[src/rtl/running_light_pkg.sv]
// Shared definitions for the running-light engine.
//   mode_e    : 3-bit operating mode encoding (matches the mode port)
//   DIR_*     : bounce direction encoding on dir_o
package running_light_pkg;

    typedef enum logic [2:0] {
        MODE_HOLD   = 3'd0,
        MODE_SHR    = 3'd1,
        MODE_SHL    = 3'd2,
        MODE_ROR    = 3'd3,
        MODE_ROL    = 3'd4,
        MODE_BOUNCE = 3'd5,
        MODE_LOAD   = 3'd6,
        MODE_RSVD   = 3'd7
    } mode_e;

    localparam logic DIR_RIGHT = 1'b0;  // toward bit 0
    localparam logic DIR_LEFT  = 1'b1;  // toward bit WIDTH-1

endpackage

[src/rtl/running_light_engine_step_prescaler.sv]
// Step prescaler: emits one tick every DIV enabled cycles.
//   clk  : system clock, rising edge
//   rst  : synchronous active-low reset (count -> 0)
//   en   : count enable; when low the count freezes and no tick is produced
//   clr  : synchronous clear (parallel load restarts the step phase)
//   tick : combinational, high on the enabled cycle whose edge wraps the count
module step_prescaler #(
    parameter int DIV = 1
) (
    input  logic clk,
    input  logic rst,
    input  logic en,
    input  logic clr,
    output logic tick
);

    localparam int CW = (DIV > 1) ? $clog2(DIV) : 1;
    localparam logic [CW-1:0] LAST = CW'(DIV - 1);

    logic [CW-1:0] cnt_q, cnt_d;

    // With DIV == 1 the count is pinned at 0 and every enabled cycle ticks.
    assign tick = en && (cnt_q == LAST);

    always_comb begin
        cnt_d = cnt_q;
        if (clr) begin
            cnt_d = '0;
        end else if (en) begin
            cnt_d = (cnt_q == LAST) ? '0 : cnt_q + 1'b1;
        end
    end

    always_ff @(posedge clk) begin
        if (!rst) cnt_q <= '0;
        else      cnt_q <= cnt_d;
    end

endmodule

[src/rtl/running_light_engine.sv]
// Running-light engine: WIDTH-bit light register with shift, rotate, bounce
// and parallel-load modes, advanced by a built-in step prescaler.
//   clk, rst       : clock (rising) and synchronous active-low reset
//   en             : prescaler/step enable
//   mode           : 0 HOLD, 1 SHR, 2 SHL, 3 ROR, 4 ROL, 5 BOUNCE, 6 LOAD, 7 HOLD
//   data_i         : serial fill bit for SHR/SHL
//   load_val       : parallel load value (LOAD acts every cycle, ignores en)
//   light          : registered light pattern
//   step_o         : one-cycle pulse in the cycle after each step update
//   dir_o          : bounce direction (0 right, 1 left)
//   data_o         : only with RUNNING_LIGHT_SOUT_EN defined; the bit shifted
//                    out on the last step, for cascading engines
module running_light_engine
    import running_light_pkg::*;
#(
    parameter int               WIDTH   = 8,
    parameter int               DIV     = 1,
    parameter logic [WIDTH-1:0] RST_VAL = '0
) (
    input  logic             clk,
    input  logic             rst,
    input  logic             en,
    input  logic [2:0]       mode,
    input  logic             data_i,
    input  logic [WIDTH-1:0] load_val,
    output logic [WIDTH-1:0] light,
    output logic             step_o,
`ifdef RUNNING_LIGHT_SOUT_EN
    output logic             data_o,
`endif
    output logic             dir_o
);

    mode_e mode_s;
    logic  load;
    logic  tick;

    logic [WIDTH-1:0] light_q, light_d;
    logic             step_q, step_d;
    logic             dir_q, dir_d;

    assign mode_s = mode_e'(mode);
    assign load   = (mode_s == MODE_LOAD);

    step_prescaler #(.DIV(DIV)) u_prescaler (
        .clk  (clk),
        .rst  (rst),
        .en   (en),
        .clr  (load),
        .tick (tick)
    );

    always_comb begin
        light_d = light_q;
        step_d  = 1'b0;
        dir_d   = dir_q;
        if (load) begin
            light_d = load_val;
            dir_d   = DIR_RIGHT;
        end else if (tick) begin
            step_d = 1'b1;
            unique case (mode_s)
                MODE_SHR: light_d = {data_i, light_q[WIDTH-1:1]};
                MODE_SHL: light_d = {light_q[WIDTH-2:0], data_i};
                MODE_ROR: light_d = {light_q[0], light_q[WIDTH-1:1]};
                MODE_ROL: light_d = {light_q[WIDTH-2:0], light_q[WIDTH-1]};
                MODE_BOUNCE: begin
                    // Reverse when the lit end reaches the edge; an all-zero
                    // pattern never hits either edge so dir stays put.
                    if (dir_q == DIR_RIGHT) begin
                        if (light_q[0]) begin
                            dir_d   = DIR_LEFT;
                            light_d = light_q << 1;
                        end else begin
                            light_d = light_q >> 1;
                        end
                    end else begin
                        if (light_q[WIDTH-1]) begin
                            dir_d   = DIR_RIGHT;
                            light_d = light_q >> 1;
                        end else begin
                            light_d = light_q << 1;
                        end
                    end
                end
                default: light_d = light_q;  // HOLD and reserved
            endcase
        end
    end

    always_ff @(posedge clk) begin
        if (!rst) begin
            light_q <= RST_VAL;
            step_q  <= 1'b0;
            dir_q   <= DIR_RIGHT;
        end else begin
            light_q <= light_d;
            step_q  <= step_d;
            dir_q   <= dir_d;
        end
    end

    assign light  = light_q;
    assign step_o = step_q;
    assign dir_o  = dir_q;

`ifdef RUNNING_LIGHT_SOUT_EN
    logic data_o_q, data_o_d;

    always_comb begin
        data_o_d = data_o_q;
        if (load) begin
            data_o_d = 1'b0;
        end else if (tick) begin
            unique case (mode_s)
                MODE_SHR, MODE_ROR: data_o_d = light_q[0];
                MODE_SHL, MODE_ROL: data_o_d = light_q[WIDTH-1];
                MODE_BOUNCE: begin
                    // Shifting left when bouncing off bit 0 or still heading left.
                    if ((dir_q == DIR_RIGHT && light_q[0]) ||
                        (dir_q == DIR_LEFT && !light_q[WIDTH-1]))
                        data_o_d = light_q[WIDTH-1];
                    else
                        data_o_d = light_q[0];
                end
                default: data_o_d = data_o_q;
            endcase
        end
    end

    always_ff @(posedge clk) begin
        if (!rst) data_o_q <= 1'b0;
        else      data_o_q <= data_o_d;
    end

    assign data_o = data_o_q;
`endif

endmodule

[config.mk]
export PLATFORM = sky130hd
export DESIGN_NAME = running_light_engine
export DESIGN_NICKNAME = d
export VERILOG_FILES = /design/src/rtl/running_light_pkg.sv /design/src/rtl/running_light_engine_step_prescaler.sv /design/src/rtl/running_light_engine.sv
export SDC_FILE = /design/constraint.sdc
export NUM_CORES = 1
export LEC_CHECK = 0
export CAP_MARGIN = 10
export CORE_AREA = 4 4 48 50
export CTS_BUF_LIST = sky130_fd_sc_hd__clkbuf_8
export DETAILED_ROUTE_END_ITERATION = 12
export DIE_AREA = 0 0 52 54
export GPL_TIMING_DRIVEN = 1
export PLACE_DENSITY_LB_ADDON = 0.08
export RECOVER_POWER = 100
export SKIP_CTS_REPAIR_TIMING = 1
export SYNTH_ARGS = -nofsm -noshare
export SYNTH_HDL_FRONTEND = slang
export SYNTH_SLANG_ARGS = --single-unit
[constraint.sdc]
create_clock -name clk -period 1.63 [get_ports clk]
set_input_delay 0.326 -clock clk [delete_from_list [all_inputs] [get_ports clk]]
set_output_delay 0.326 -clock clk [all_outputs]
set_load 0.005 [all_outputs]
==> results.toml <==
[status]
status = "complete, no violations"

[drt]
drt_pass1_iterations = 4
vias_per_cell = 5.42
wl_per_cell_um = 14.1
drcViolationCount = 0
drtIter0Drc = 29
routed_wl_mm = 2.34
vias = 900
ant_nets = 0

[grt]
grt_pass1_wl_mm = 3.72
track_usage = 0.182
grt_overflow = 0
antenna_found_initial = 0
grt_max_degree = 12
grt_pass1_vias = 810

[synth]
synth_fp_nets = 119
seq_area_frac_synth = 0.254
syn_inst = 100
synth.distinct_cells = 34
avgSynthCellArea_sq_um = 7.90
synth_area_sq_um = 790
synth-seq-cells = 10
yosys_warnings = 0

[place]
dp.cells = 161
detailedPlace.worstSlack_ns = -0.488
dpl.hpwl_mm = 1.78
postPlaceCellArea_sq_um = 1140
portBuffers = 24
gp_congestion = 0.954

[power]
p_leak_nw = 0.504
p_per_area_nw_per_um2 = 660
peakVddDrop_v = 0.000378

[setup_path]
critPathKind = "reg -> out"
crit_required_ns = 1.30
path_cells = "buf_4 -> clkdlybuf4s50_1"
cp_num_buf_inv = 2
crit_fanout = 6
critPathLaunchType = "flip-flop"
cp-end-kind = "primary output"
max_stage_delay_ns = 0.50
r2r-end = "light[7]$_SDFFE_PN0P_"
arrival_ns = 1.23
path_depth = 2
r2r-start = "light[0]$_SDFFE_PN0P_"
startpoint = "light[0]$_SDFFE_PN0P_"
crit_family = "buffers and inverters"
endpoint = "light[0]"
rr_worst_depth = 5
regToRegSetupSlack_ns = 0.14
critPathSlowestCell = "clkdlybuf4s50_1"

[timing]
clock.fmax_mhz = 643
timing.final.crit_share = 0.955
fin_skew_ns = 0.00172
hold_viol_final = 0
fin_ws_ns = 0.0739
maxSlewViolCount = 0
setup_viol_count_final = 0
max_slew_margin = 0.760
worst-slew-pin-transition_ns = 0.356
post-route-min-period_ns = 1.56

[cts]
cts_tree = "built"
htree_levels = 1
cts.clk_slew.worst_paths_ns = 0.05
insertion_delay_ns = 0.24
cts_root_buffer = "clkbuf_8"
cts_buffer_depth = 2
numCtsBuffers = 3
cts_sinks = 10

[die]
dieWidth_um = 52
die_h_um = 54
fp.coreArea_sq_um = 1900
start_util = 0.415
io_pins = 25
fp.dieArea_sq_um = 2810
num_rows = 16

[finish]
drive_gt1_frac = 0.273
final_area_sq_um = 1240
fill_cells = 172
final_cells = 166
area_growth_syn_to_layout_pct = 57.4
diodes = 0
layout.nets = 159

[min_path]
hold_class = "reg -> reg"

[flow_run]
drv_cap = 0
-- area by class of cell --
cell class | count | area (sq um) | area share
inverter | 6 | 22.5 | 0.0181
clock buffer | 4 | 55.1 | 0.0443
sequential | 10 | 201 | 0.162
timing repair buffer | 40 | 365 | 0.294
tap | 27 | 33.8 | 0.0272
multi-input combinational | 79 | 564 | 0.454
-- tightest hold or removal path: stages, from the launching register on --
cell     delay [ns]
dfxtp_1        0.32
nand3_1        0.07
o31ai_1        0.06
-- synth_stat cells --
library cell / instances / area (sq um)
a311oi_2: 1 / 15.0
dfxtp_1: 10 / 200
a21oi_2: 1 / 8.76
a211oi_1: 3 / 22.5
o221ai_2: 1 / 15.0
o21ai_1: 4 / 20.0
nand3_1: 8 / 40.0
nor2_2: 1 / 6.26
o21a_1: 1 / 7.51
o41ai_2: 1 / 16.3
nor2b_2: 1 / 8.76
o31ai_1: 6 / 45.0
buf_6: 2 / 22.5
a31o_1: 1 / 8.76
o32a_4: 1 / 22.5
a221o_1: 1 / 10.0
clkbuf_1: 1 / 3.75
nor2_1: 10 / 37.5
a311oi_1: 1 / 8.76
and3_1: 2 / 12.5
buf_2: 1 / 5.00
nor2b_1: 1 / 6.26
nand2_1: 6 / 22.5
a21oi_1: 9 / 45.0
and2_2: 1 / 7.51
nor3b_2: 1 / 12.5
o22ai_1: 1 / 6.26
nand2b_4: 1 / 13.8
buf_4: 1 / 7.51
inv_1: 6 / 22.5
o21ai_0: 9 / 45.0
ha_1: 4 / 50.1
and2b_1: 1 / 7.51
or2_1: 1 / 6.26
-- per-layer routing --
| metal | part of all wire | vias to the layer above | global-route usage |
|---|---|---|---|
| li1 | - | 445 | - |
| met1 | 0.44 | 431 | 0.208 |
| met2 | 0.52 | 21 | 0.331 |
| met3 | 0.029 | 3 | 0.0166 |
| met4 | 0.012 | 0 | 0.105 |
| met5 | 0 | - | 0 |
-- layout by cell type (no fill, tap or decap), drive strengths merged --
master	synthesis	final
nor2b	2	2
nand2	6	6
nor2	11	11
o21a	1	1
nand2b	1	1
o22ai	1	1
and2	1	1
dlymetal6s2s	0	3
o21ai	13	13
a31o	1	1
o221ai	1	1
ha	4	4
nor3b	1	1
a21oi	10	10
and3	2	2
a221o	1	1
and2b	1	1
a211oi	3	3
buf	4	16
clkbuf	1	4
dfxtp	10	10
or2	1	1
a311oi	2	2
clkdlybuf4s50	0	21
o31ai	6	6
nand3	8	8
o41ai	1	1
inv	6	6
o32a	1	1
-- where the power goes --
group          internal (mW)  total (mW)  switching (mW)
Clock                  0.213       0.316           0.103
Sequential             0.257       0.270          0.0126
Combinational          0.126       0.234           0.108
-- sequential cells by signal, summed over array words and instances (netlist names) --
register	cells
light	8
dir_o	1
step_o	1
-- stage by stage --
step	hold slack [ns]	util	TNS [ns]	power (mW)
final	0.499	0.653	0	0.819
after CTS	0.499	0.627	-1.55	0.812
after global placement	0.488	0.598	-3.36	0.488
after detailed placement	0.486	0.598	-4.04	0.492
after floorplan	0.472	-	0	0.384
after global routing	0.531	0.653	-0.0248	0.869
-- worst min-delay path by stage --
| stage | startpoint | end | slack [ns] | depth (start not counted) |
|---|---|---|---|---|
| 5_1_grt | light[4]$_SDFFE_PN0P_ | light[4]$_SDFFE_PN0P_ | 0.53 | 2 |
| 3_5_place_dp | light[6]$_SDFFE_PN0P_ | light[6]$_SDFFE_PN0P_ | 0.49 | 2 |
| 6_report | light[6]$_SDFFE_PN0P_ | light[6]$_SDFFE_PN0P_ | 0.50 | 2 |
| 4_1_cts | light[6]$_SDFFE_PN0P_ | light[6]$_SDFFE_PN0P_ | 0.50 | 2 |
| 2_1_floorplan | en | step_o$_SDFF_PP0_ | 0.47 | 1 |
| 3_3_place_gp | light[6]$_SDFFE_PN0P_ | light[6]$_SDFFE_PN0P_ | 0.49 | 2 |
-- kinds of logic after synthesis --
logic type | count (synthesis) | synth area share
flops | 10 | 0.254
simple gates | 34 | 0.230
buf+inv | 11 | 0.0776
fa+ha+maj | 4 | 0.0634
compound gates | 41 | 0.376
Power figures use the tool's default switching activity.
